[config.mk]
export PLATFORM = sky130hd
export DESIGN_NAME = read_from_ddr3
export DESIGN_NICKNAME = d
export VERILOG_FILES = /design/src/rtl/read_from_ddr3.sv
export SDC_FILE = /design/constraint.sdc
export NUM_CORES = 1
export LEC_CHECK = 0
export CAP_MARGIN = 20
export CORE_ASPECT_RATIO = 1.5
export CORE_MARGIN = 4
export CORE_UTILIZATION = 45
export DETAILED_ROUTE_END_ITERATION = 12
export HOLD_SLACK_MARGIN = 0.02
export PLACE_DENSITY = 0.87
export SYNTH_ARGS = -nofsm -noshare
export SYNTH_HDL_FRONTEND = slang
export SYNTH_SLANG_ARGS = --single-unit
[constraint.sdc]
create_clock -name ddr3_clk -period 14.1 [get_ports ddr3_clk]
set_input_delay 1.41 -clock ddr3_clk [delete_from_list [all_inputs] [get_ports ddr3_clk]]
set_output_delay 1.41 -clock ddr3_clk [all_outputs]
set_load 0.01 [all_outputs]
[src/rtl/read_from_ddr3.sv]
// -----------------------------------------------------------------------------
// read_from_ddr3
//
// Avalon-MM read master for the DDR3 controller local interface. The block
// takes one read command (word address plus a burst length), issues a single
// burst read request to the controller and forwards every returned beat to the
// requester as a registered 128-bit word. A one-cycle done pulse accompanies
// the last beat. A watchdog abandons reads whose data stops arriving.
// Everything runs in the ddr3_clk domain.
//
// Parameters
//   MAX_BURST       largest legal burst in beats (1..7)
//   TIMEOUT_CYCLES  beat-less WAIT_DATA cycles tolerated before abandoning the
//                   read (1..1023)
//
// Ports
//   ddr3_clk              sole clock, rising edge
//   ddr3_reset            asynchronous active-high reset
//   rd_req                read command, sampled only while idle
//   rd_addr[25:0]         word address, sampled with rd_req
//   rd_size[2:0]          beats requested (0 treated as 1, clamped to MAX_BURST)
//   rd_busy               command accepted and not yet finished / abandoned
//   rd_data[127:0]        last forwarded beat, held between beats
//   rd_data_valid         one-cycle strobe per forwarded beat
//   rd_done               one-cycle pulse with the last beat
//   rd_timeout            one-cycle pulse when a read is abandoned
//   ddr3_avl_ready        controller ready (low = wait)
//   ddr3_avl_burstbegin   first-cycle marker of the request
//   ddr3_avl_read_req     read request, held until accepted
//   ddr3_avl_addr[25:0]   request address
//   ddr3_avl_size[2:0]    request burst length
//   ddr3_avl_rdata[127:0] read data from the controller
//   ddr3_avl_rdata_valid  read data valid
//   debug_out[3:0]        {state[1:0], beat_cnt[1:0]}
// -----------------------------------------------------------------------------
module read_from_ddr3 #(
  parameter int MAX_BURST      = 4,
  parameter int TIMEOUT_CYCLES = 1023
) (
  input  logic         ddr3_clk,
  input  logic         ddr3_reset,
  input  logic         rd_req,
  input  logic [25:0]  rd_addr,
  input  logic [2:0]   rd_size,
  output logic         rd_busy,
  output logic [127:0] rd_data,
  output logic         rd_data_valid,
  output logic         rd_done,
  output logic         rd_timeout,
  input  logic         ddr3_avl_ready,
  output logic         ddr3_avl_burstbegin,
  output logic         ddr3_avl_read_req,
  output logic [25:0]  ddr3_avl_addr,
  output logic [2:0]   ddr3_avl_size,
  input  logic [127:0] ddr3_avl_rdata,
  input  logic         ddr3_avl_rdata_valid,
  output logic [3:0]   debug_out
);

  localparam logic [2:0] MAX_LEN  = 3'(MAX_BURST);
  localparam logic [9:0] TO_LIMIT = 10'(TIMEOUT_CYCLES);

  typedef enum logic [1:0] {
    IDLE      = 2'd0,
    REQUEST   = 2'd1,
    WAIT_DATA = 2'd2
  } state_t;

  state_t     state;
  logic [2:0] len;
  logic [2:0] beat_cnt;
  logic [9:0] to_cnt;

  logic [2:0] beat_cnt_next;
  logic [9:0] to_cnt_next;

  // Burst length legalisation: zero means a single beat, oversize requests
  // are trimmed to the largest burst the controller port is set up for.
  function automatic logic [2:0] clamp_size(input logic [2:0] sz);
    logic [2:0] r;
    if (sz == 3'd0) begin
      r = 3'd1;
    end else if (sz > MAX_LEN) begin
      r = MAX_LEN;
    end else begin
      r = sz;
    end
    return r;
  endfunction

  always_comb begin
    beat_cnt_next = beat_cnt + 3'd1;
    to_cnt_next   = to_cnt + 10'd1;
  end

  // Both fields come straight from registers, so the debug port is registered.
  assign debug_out = {state[1:0], beat_cnt[1:0]};

  always_ff @(posedge ddr3_clk or posedge ddr3_reset) begin
    if (ddr3_reset) begin
      state               <= IDLE;
      len                 <= 3'd0;
      beat_cnt            <= 3'd0;
      to_cnt              <= 10'd0;
      rd_busy             <= 1'b0;
      rd_data             <= '0;
      rd_data_valid       <= 1'b0;
      rd_done             <= 1'b0;
      rd_timeout          <= 1'b0;
      ddr3_avl_burstbegin <= 1'b0;
      ddr3_avl_read_req   <= 1'b0;
      ddr3_avl_addr       <= 26'd0;
      ddr3_avl_size       <= 3'd1;
    end else begin
      // Strobes are single-cycle unless re-asserted below.
      rd_data_valid <= 1'b0;
      rd_done       <= 1'b0;
      rd_timeout    <= 1'b0;

      case (state)
        IDLE: begin
          // Returning data here belongs to a finished or abandoned read and
          // is dropped on purpose.
          if (rd_req) begin
            len                 <= clamp_size(rd_size);
            ddr3_avl_addr       <= rd_addr;
            ddr3_avl_size       <= clamp_size(rd_size);
            ddr3_avl_read_req   <= 1'b1;
            ddr3_avl_burstbegin <= 1'b1;
            rd_busy             <= 1'b1;
            beat_cnt            <= 3'd0;
            state               <= REQUEST;
          end
        end

        REQUEST: begin
          // burstbegin marks only the first request cycle; read_req, addr and
          // size stay put until the controller takes them. No watchdog here:
          // a stall on ready may last indefinitely.
          ddr3_avl_burstbegin <= 1'b0;
          if (ddr3_avl_ready) begin
            ddr3_avl_read_req <= 1'b0;
            to_cnt            <= 10'd0;
            state             <= WAIT_DATA;
          end
        end

        WAIT_DATA: begin
          if (ddr3_avl_rdata_valid) begin
            rd_data       <= ddr3_avl_rdata;
            rd_data_valid <= 1'b1;
            beat_cnt      <= beat_cnt_next;
            to_cnt        <= 10'd0;
            if (beat_cnt_next == len) begin
              rd_done <= 1'b1;
              rd_busy <= 1'b0;
              state   <= IDLE;
            end
          end else if (to_cnt_next == TO_LIMIT) begin
            // Watchdog expiry: give up on the outstanding read with no done.
            to_cnt     <= to_cnt_next;
            rd_timeout <= 1'b1;
            rd_busy    <= 1'b0;
            state      <= IDLE;
          end else begin
            to_cnt <= to_cnt_next;
          end
        end

        default: begin
          state <= IDLE;
        end
      endcase
    end
  end

endmodule
==> results.md, run 1 <==
* Status: finished clean
* Fin. max-slew vios at 0
* Critical path arrival at 4.31 ns
* Placed insts at 1,288
* Final core occ at 72.90%
* Clock share of power at 21.1%
* Top cell type's share of synthesized area at 63.04%
* I/O Pins at 329
* Congestion Overflow GR at 0
* Hold Buf Count CTS at 0
* H-tree depth at 4
* TritonCTS clock tree: built
* Combinational power share at 41.8%
* Register area at 4481 um^2
* Antenna-violating nets left at 0
* # setup viols final at 0
* First-pass GRT wire length at 33,260 um
* Sequential cell area fraction in the yosys report at 63.41%
* Starting Density at 46.25%
* Clock transition at the registers of the reported paths at 0.07 ns
* Worst Max-Slew Pin Slew at 1.095 ns
* Pleak at 5.422 nW
* Critical path type: input port to flop
* Reg2Reg Setup Slack at 11.07 ns
* Non-filler cells, final at 1,322
* WL final at 21,610 um
* Die area at 17,810 um^2
* Gate Count Post-Synth at 800
* Hpwl dp at 15,680 um
* Synthesized flop and latch total at 179
* CP Launch Type: input port
* Initial antenna violation count at 1
* Clk sinks at 179
* Clk Latency, worst-skew pair at 0.42 ns
* Critical Path Source: ddr3_avl_rdata_valid
* Max rail drop VDD at 0.1184 mV
* Die X at 110.3 um
* P per Cell Area at 209.2 nW/um^2
* Clock buffer depth at 2
* Multi-input logic area at 2394 um^2
* Setup Buffers After CTS at 0
* Routed via count at 6,343
* CTS root buffer: clkbuf_16
* Pre-antenna DRT Iters at 7
* Ys flop type: dfrtp_1
* WP data required at 14.45 ns
* Avg Cell Area, Syn at 8.832 um^2
* Yosys cell types at 38
* GPL Wtd Cong at 0.8670
* Power Total at 0.002329 W
* Fin nets at 1,275
* Slew HR at 26.83%
* Synthesized area at 7066 um^2
* R2R Path Start: state[0]
* Vias in the first global route at 6,356
* Core area at 15,280 um^2
* Vias/cell at 4.798
* Final worst path period share at 28.10%
* Reg2Reg Capture Point: rd_data[11]
* Power Internal at 0.001531 W
* Yosys warning total at 0
* Critical path peak fanout at 80
* Die Y at 161.5 um
* Worst setup EP type: flop
* Min Clock Period, post-route at 3.962 ns
* Largest area contributor in the synthesized netlist: dfrtp_1
* HP Class: flop to flop
* # resized after CTS at 0
* Routed len/inst at 16.35 um
* Cts bufs inserted at 17
* Area contributors post-synth: dfrtp_1 (63%), nand2_1 (26%), clkbuf_1 (1.9%), o21ai_0 (1.3%), xnor2_1 (0.62%)
* Fin Clk Skew at 0.01120 ns
* Port bufs at 328
* Switching Share at 34.28%
* Critical Path End: rd_data[11]
* Fillers at 1,081
* DP Area at 10,470 um^2
* Sequential power share at 37.1%
* Area grow syn2layout at 57.62%
* Rows at 55
* Switching power at 0.0007986 W
* Total GRT Usage at 24.33%
* Post-route DRC at 0
* Mapped Nets at 965
* Max-cap viol count at 0
* EDFF count, synth at 0
* Largest net degree at the start of global routing at 103
* Iter 0 DRT Violations at 362
* Post-synth ARST share at 100.0%
* Final instance area at 11,140 um^2
* Share of cells above drive strength 1 at 4.011%
* Max frequency at 252.4 MHz
* RSZ-0062 raised after global routing: no
* Fin. Hold Viols at 0
* Depth of the worst register-to-register path at 6
* Setup TNS at 0 ns
[kinds of logic (layout without fill, tap and decap cells)]
group                    count (synthesis)  in the layout  share of synthesized area (%)
buffers and inverters                   50            372                          2.887
flip-flops                             179            179                          63.41
AND/OR/NAND/NOR                        523            523                          29.04
adder cells (fa/ha/maj)                  3              3                         0.5313
multiplexers                             1              1                         0.1417
AO/OA/AOI/OAI                           37             37                          3.117
other                                    0              1                              0
XOR/XNOR                                 7              7                         0.8677
[sequential cells by signal (all words and copies together), names as in the netlist]
signal               flops
rd_data_valid            1
state                    2
ddr3_avl_addr           26
beat_cnt                 3
ddr3_avl_read_req        1
ddr3_avl_burstbegin      1
ddr3_avl_size            2
to_cnt                  10
rd_done                  1
len                      2
rd_timeout               1
rd_busy                  1
rd_data                128
[routing by layer]
layer	wire length (um)	global-route usage [%]
met2	11500	42.10
met1	7669	27.19
met3	1604	7.037
met5	0	0
met4	833	11.09
[power by group through the flow]
stage / sequential (W) / clock, W / combinational (W)
2_1_floorplan: 0.000953 / 0 / 0.000299
3_3_place_gp: 0.000858 / 0 / 0.000948
3_5_place_dp: 0.000868 / 0 / 0.000973
4_1_cts: 0.000863 / 0.000501 / 0.000980
5_1_grt: 0.000890 / 0.000527 / 0.00106
6_report: 0.000864 / 0.000491 / 0.000974
[synthesized netlist by cell type (2+ instances only)]
master    instances
xor2_1            2
o21ai_0          19
nand3_1           5
a21oi_1           5
buf_4             4
xnor2_1           5
a31oi_1           3
o31ai_1           2
dfrtp_1         178
a21o_1            3
nand4_1           3
buf_1             2
a22o_1            2
ha_1              3
nand2_1         489
clkbuf_1         35
nor3b_1           2
inv_1             7
nor2b_1           4
nor3_1            3
nor2_1            7
[cells in the final DEF, fill, tap and decap left out, types with 4 or more instances in the layout]
master,n
nor2b_1,4
o21ai_0,19
xnor2_1,5
nand3_1,4
dfrtp_1,178
clkdlybuf4s50_1,328
nand2_1,489
a21oi_1,5
nor2_1,7
clkbuf_16,17
inv_6,4
inv_1,6
[worst min path at each step]
stage | start | end | cells past startpoint
2_1_floorplan | to_cnt[9] | to_cnt[9] | 1
3_3_place_gp | rd_data[94] | rd_data[94] | 2
3_5_place_dp | rd_data[106] | rd_data[106] | 2
4_1_cts | rd_data[106] | rd_data[106] | 2
5_1_grt | rd_data[105] | rd_data[105] | 2
6_report | rd_data[106] | rd_data[106] | 2
[worst max-delay path, cell delays in order]
cell             delay (ns)
clkdlybuf4s50_1        0.62
nand3_4                0.57
inv_4                  0.68
buf_4                  0.72
nand2_1                0.15
nand2_1                0.09
[cell type report]
type	count	share of cell area [%]
Antenna cell	1	0.02247
Clock buffer	18	3.943
Tap cell	199	2.236
Clock inverter	13	1.562
Sequential cell	179	40.23
Timing Repair Buffer	333	30.18
Inverter	8	0.3370
Multi-Input combinational cell	571	21.49
[stage by stage]
| stage | hold WS [ns] | worst slack [ns] |
|---|---|---|
| after detailed placement | 0.4607 | 9.650 |
| after CTS | 0.4769 | 10.09 |
| after floorplan | 0.4428 | 7.833 |
| after global placement | 0.4557 | 9.744 |
| after global routing | 0.4926 | 9.839 |
| final | 0.4725 | 10.14 |
No activity file was read; power rests on OpenSTA's default activity.
==> run 2: changes to the inputs <==
- CORE_UTILIZATION: 45 -> 41
- PLACE_DENSITY: 0.87 -> 0.8
- clock period: 14.1 -> 4.05 ns (I/O delays scaled with it)
==> run 2 against run 1 <==
Power rose to 3.4 times the previous value. Clock skew rose by 0.0050 ns. Sequential cell count unchanged. Clock-buffer cell count unchanged. Utilization fell by 6.7 points. First-iteration DRC count grew 8.0%. Combinational power rose to 3.4 times the previous value. Worst setup slack lost 8.3 ns.
==> results.md, run 2 (synthesized netlist as in run 1, its figures left out) <==
* I/O Pins at 329 (unchanged)
* Critical Path Source: to_cnt[0]
* Initial antenna violation count at 0 (-1)
* First-pass GRT wire length at 33,240 um (about the same)
* Max-cap viol count at 0 (unchanged)
* Commonest cells after routing, fill and taps aside: nand2_1 (489), clkdlybuf4s50_1 (328), dfrtp_1 (178), o21ai_0 (19), clkbuf_16 (17)
* Critical path type: flop to flop
* DP Area at 10,530 um^2 (+0.65%)
* CP Launch Type: flop
* # resized after CTS at 0 (unchanged)
* Setup TNS at 0 ns (unchanged)
* Vias in the first global route at 6,405 (+0.77%)
* Biggest register: rd_data
* Worst Max-Slew Pin Slew at 0.9986 ns (-0.09652 ns)
* Setup Buffers After CTS at 0 (unchanged)
* Clk Latency, worst-skew pair at 0.43 ns (about the same)
* Share of cells above drive strength 1 at 4.178% (+0.17 points)
* R2R Path Start: to_cnt[0]
* # setup viols final at 0 (unchanged)
* Clk sinks at 179 (unchanged)
* Pre-antenna DRT Iters at 5 (-2)
* Max frequency at 453.9 MHz
* TritonCTS clock tree: built
* Depth of the worst register-to-register path at 6 (unchanged)
* Final instance area at 11,140 um^2 (about the same)
* Starting Density at 41.97% (-4.3 points)
* Final setup margin at 1.847 ns (-8.291 ns)
* Largest register FFs at 128 (unchanged)
* Cts bufs inserted at 17 (unchanged)
* RSZ-0062 raised after global routing: no
* Hold Buf Count CTS at 0 (unchanged)
* Antenna diodes at 0 (-1)
* Area grow syn2layout at 57.69% (about the same)
* Core area at 16,840 um^2 (+10%)
* Final worst path period share at 54.40%
* HP Class: input port to asynchronous set/reset pin
* Clock buffer depth at 2 (unchanged)
* Fin Clk Skew at 0.01619 ns (+0.004985 ns)
* Die Y at 168.8 um (+4.5%)
* GPL Wtd Cong at 0.8112 (-6.4%)
* Max rail drop VDD at 0.4109 mV (+250%)
* Critical path arrival at 2.50 ns (-1.81 ns)
* Hpwl dp at 15,570 um (-0.70%)
* Crit-path slowest cell: or4b_4
* Routed via count at 6,292 (-0.80%)
* Clock transition at the registers of the reported paths at 0.06 ns (about the same)
* Largest net degree at the start of global routing at 102 (-0.97%)
* Iter 0 DRT Violations at 391 (+8.0%)
* Post-route DRC at 0 (unchanged)
* Die X at 115.2 um (+4.4%)
* Min Clock Period, post-route at 2.203 ns
* Port bufs at 328 (unchanged)
* Fillers at 1,350 (+25%)
* WL final at 21,170 um (-2.0%)
* Worst setup EP type: flop
* Fin nets at 1,278 (+0.24%)
* Critical path peak fanout at 7 (-91%)
* Antenna-violating nets left at 0 (unchanged)
* Fin. max-slew vios at 0 (unchanged)
* Vias/cell at 4.713 (-1.8%)
* Pre-CTS setup slack at 1.724 ns (-7.926 ns)
* Slew HR at 33.43% (+6.6 points)
* Crit path cell chain: ha_1, nand4_1, xnor2_1, a31oi_1, or4b_4, a311o_1
* Reg2Reg Setup Slack at 1.85 ns (-9.22 ns)
* Total GRT Usage at 21.91% (-2.4 points)
* P per Cell Area at 720.8 nW/um^2 (+240%)
* Congestion Overflow GR at 0 (unchanged)
* Worst hold slack at 0.4715 ns (-0.0009340 ns)
* Status: finished clean
* Die area at 19,440 um^2 (+9.1%)
* Fin. Hold Viols at 0 (unchanged)
* Critical path's largest stage delay at 0.56 ns (-0.16 ns)
* Top Registers: rd_data (128), ddr3_avl_addr (26), to_cnt (10)
* CTS root buffer: clkbuf_16
* H-tree depth at 4 (unchanged)
* Pleak at 5.412 nW (-0.18%)
* Reg2Reg Capture Point: rd_busy
* Rows at 58 (+5.5%)
* WP data required at 4.35 ns (-10.10 ns)
* Routed len/inst at 15.86 um (-3.0%)
* Most common cell after layout, fill and taps aside: nand2_1
## run 2: how the worst max path moves through the flow
stage                       endpoint  slack, ns  cells past startpoint
floorplan                beat_cnt[0]       1.35                      1
global placement    ddr3_avl_size[1]       1.73                      5
detailed placement  ddr3_avl_size[1]       1.72                      5
CTS                          rd_busy       1.83                      6
global route                 rd_busy       1.71                      6
finish                       rd_busy       1.85                      6
## run 2: area by class of cell
cell class	count	area, um^2	share of cell area (%)
Tap cell	210	262.8	2.358
Timing Repair Buffer	336	3366	30.21
Multi-Input combinational cell	571	2394	21.48
Inverter	8	36.28	0.3257
Clock buffer	18	429.2	3.852
Sequential cell	179	4481	40.21
Clock inverter	13	173.9	1.561
## run 2: worst max-delay path: cells and delay by family (launching register included)
kind | cells | cell delay (ns)
adder cells (fa/ha/maj) | 1 | 0.28
AND/OR/NAND/NOR | 2 | 0.72
AO/OA/AOI/OAI | 2 | 0.46
flip-flops | 1 | 0.45
XOR/XNOR | 1 | 0.16
## run 2: per-stage QoR
step / cells / util (%) / total power (W)
finish: 1335 / 66.18 / 0.008031
global route: 1335 / 66.18 / 0.008561
CTS: 1334 / 66.15 / 0.008132
detailed placement: 1303 / 62.57 / 0.006400
global placement: 1303 / 62.57 / 0.006306
floorplan: 800 / - / 0.004358
## run 2: per-layer routing
layer  vias to the layer above  track usage (%)  part of all wire (%)
met5                         -                0                     0
met4                         0            10.98                   4.4
met3                        51            6.617                   7.9
met2                       265            36.90                    50
met1                      2890            24.95                    37
li1                       3086                -                     -
## run 2: power by group
group          switching, W  internal (W)
Combinational       0.00157       0.00178
Sequential         0.000441       0.00255
Clock              0.000714      0.000981
==> run 3: changes to the inputs <==
- clock period: 4.05 -> 2.15 ns (I/O delays scaled with it)
==> run 3 against run 2 <==
Global-route usage is 0.41 points higher. Wire length is 1.6% higher. Sequential power is 88% higher. Register-to-register slack worse by 1.7 ns. Cell area is 0.91% higher. Via count is 2.2% higher. Fmax is 7.7% higher. Worst hold slack worse by 0.20 ns. Largest power group unchanged. Sequential share of layout area is 0.35 points lower. Non-clock buffer count is 8 higher. Critical path depth is 1 higher. First-iteration DRC count is 4.6% higher.
==> results.md, run 3 (synthesized netlist as in run 1, its figures left out) <==
* Status: finished clean
* Max frequency at 489.0 MHz (+7.7%)
* Critical path's largest stage delay at 0.53 ns (-0.03 ns)
* Post-route DRC at 0 (unchanged)
* Area grow syn2layout at 59.13%
* Fin. Hold Viols at 0 (unchanged)
* Pleak at 5.468 nW (+1.0%)
* Final instance area at 11,240 um^2 (+0.91%)
* Cts bufs inserted at 17 (unchanged)
* Starting Density at 41.97% (unchanged)
* Clock buffer depth at 2 (unchanged)
* I/O Pins at 329 (unchanged)
* Congestion Overflow GR at 0 (unchanged)
* Non-filler cells, final at 1,344 (+0.67%)
* First-pass GRT wire length at 33,780 um (+1.6%)
* Critical path peak fanout at 5 (-2)
* Largest net degree at the start of global routing at 130 (+27%)
* WP data required at 2.46 ns (-1.89 ns)
* Core area at 16,840 um^2 (unchanged)
* Critical path type: flop to flop
* Top Registers: rd_data (128), ddr3_avl_addr (26), to_cnt (10)
* CP Launch Type: flop
* Die X at 115.2 um (unchanged)
* HP Class: input port to asynchronous set/reset pin
* RSZ-0062 raised after global routing: no
* Die area at 19,440 um^2 (unchanged)
* Max-cap viol count at 0 (unchanged)
* Die Y at 168.8 um (unchanged)
* # setup viols final at 0 (unchanged)
* Min Clock Period, post-route at 2.045 ns (-0.1582 ns)
* Initial antenna violation count at 0 (unchanged)
* Fin Clk Skew at 0.007526 ns (-0.008662 ns)
* Clk Latency, worst-skew pair at 0.42 ns (about the same)
* Vias/cell at 4.786 (+1.6%)
* Antenna-violating nets left at 0 (unchanged)
* Critical path arrival at 2.35 ns (-0.15 ns)
* Slew HR at 57.90% (+24 points)
* Hpwl dp at 16,020 um (+2.9%)
* Fin nets at 1,286 (+0.63%)
* Clock transition at the registers of the reported paths at 0.06 ns (about the same)
* TritonCTS clock tree: built
* Iter 0 DRT Violations at 409 (+4.6%)
* Rows at 58 (unchanged)
* Reg2Reg Setup Slack at 0.10 ns (-1.74 ns)
* Worst setup EP type: flop
* Biggest register: rd_data
* Reg2Reg Capture Point: rd_busy
* Depth of the worst register-to-register path at 7 (+1)
* Pre-CTS setup slack at 0.09603 ns (-1.628 ns)
* Worst Max-Slew Pin Slew at 0.6315 ns (-0.3671 ns)
* Clk sinks at 179 (unchanged)
* Critical Path End: rd_busy
* Most common cell after layout, fill and taps aside: nand2_1
* Largest register FFs at 128 (unchanged)
* Max rail drop VDD at 0.7059 mV (+72%)
* CTS root buffer: clkbuf_16
* Vias in the first global route at 6,692 (+4.5%)
* Routed len/inst at 16.01 um (+0.93%)
* P per Cell Area at 1346 nW/um^2 (+87%)
* Port bufs at 328 (unchanged)
* Final setup margin at 0.1050 ns (-1.742 ns)
* Fillers at 1,329 (-1.6%)
* Final worst path period share at 95.12% (+41 points)
* DP Area at 10,650 um^2 (+1.1%)
* Total GRT Usage at 22.31% (+0.41 points)
* Critical Path Source: to_cnt[0]
* WL final at 21,510 um (+1.6%)
* Placed insts at 1,312 (+0.69%)
* H-tree depth at 4 (unchanged)
* Final core occ at 66.78% (+0.60 points)
* Crit-path slowest cell: or4b_4
* Pre-antenna DRT Iters at 4 (-1)
* Commonest cells after routing, fill and taps aside: nand2_1 (489), clkdlybuf4s50_1 (328), dfrtp_1 (177), o21ai_0 (19), clkbuf_16 (17)
* Hold Buf Count CTS at 0 (unchanged)
* Share of cells above drive strength 1 at 5.031% (+0.85 points)
* Routed via count at 6,433 (+2.2%)
* Fin. max-slew vios at 0 (unchanged)
* R2R Path Start: to_cnt[0]
* GPL Wtd Cong at 0.8430 (+3.9%)
* Crit path cell chain: ha_1, buf_4, nand2_1, nor3_1, a21oi_1, or4b_4, a311o_1
[run 3: changes by cell type in the layout (fill, tap and decap cells not counted), sizes merged]
| cell | change |
|---|---|
| clkinv | +2 |
| buf | +8 |
| bufinv | -1 |
| inv | -2 |
| diode | +1 |
| clkinvlp | -1 |
| clkbuf | +2 |
[run 3: through the flow]
stage,total power (W),hold WS [ns],setup TNS (ns)
detailed placement,0.01218,0.4612,0
finish,0.01513,0.2753,0
global route,0.01617,0.3033,0
floorplan,0.008209,0.3096,-63.86
CTS,0.01534,0.2889,0
global placement,0.01197,0.4563,0
[run 3: critical path: cells and delay by family, from the launching register on]
kind / cells / cell delay, ns
AND/OR/NAND/NOR: 3 / 0.76
adder cells (fa/ha/maj): 1 / 0.20
buffers and inverters: 1 / 0.14
AO/OA/AOI/OAI: 2 / 0.42
flip-flops: 1 / 0.41
[run 3: final cells by class]
type / count / area, um^2 / area share, %
Antenna cell: 1 / 2.502 / 0.02226
Clock buffer: 20 / 456.7 / 4.062
Clock inverter: 11 / 126.4 / 1.124
Inverter: 8 / 36.28 / 0.3227
Multi-Input combinational cell: 571 / 2399 / 21.33
Sequential cell: 179 / 4482 / 39.86
Tap cell: 210 / 262.8 / 2.337
Timing Repair Buffer: 344 / 3478 / 30.94
[run 3: report_power, final]
part	leakage [nW]	switching, W	internal, W
Combinational	2.92	0.00301	0.00343
Sequential	2.26	0.000811	0.00480
Clock	0.287	0.00131	0.00178
Total	5.47	0.00513	0.0100
[run 3: what timing repair did]
item	4_1_cts	5_1_grt
setup buffers	0	0
setup endpoints to repair	0	1
resized for setup	0	2
[run 3: how the worst min path moves through the flow]
stage | end | cells after the start | startpoint
global route | ddr3_avl_addr[8] | 3 | rd_addr[8]
finish | rd_data[48] | 3 | ddr3_reset
global placement | rd_data[9] | 2 | rd_data[9]
detailed placement | ddr3_avl_addr[6] | 2 | ddr3_avl_addr[6]
floorplan | state[0] | 1 | ddr3_avl_ready
CTS | ddr3_avl_addr[0] | 3 | rd_addr[0]
[run 3: per-layer routing]
metal / track usage (%) / vias to the layer above / share of wire, %
li1: - / 3099 / -
met1: 24.60 / 3005 / 37
met2: 38.31 / 270 / 51
met3: 6.974 / 59 / 7.6
met4: 11.13 / 0 / 4.9
met5: 0 / - / 0
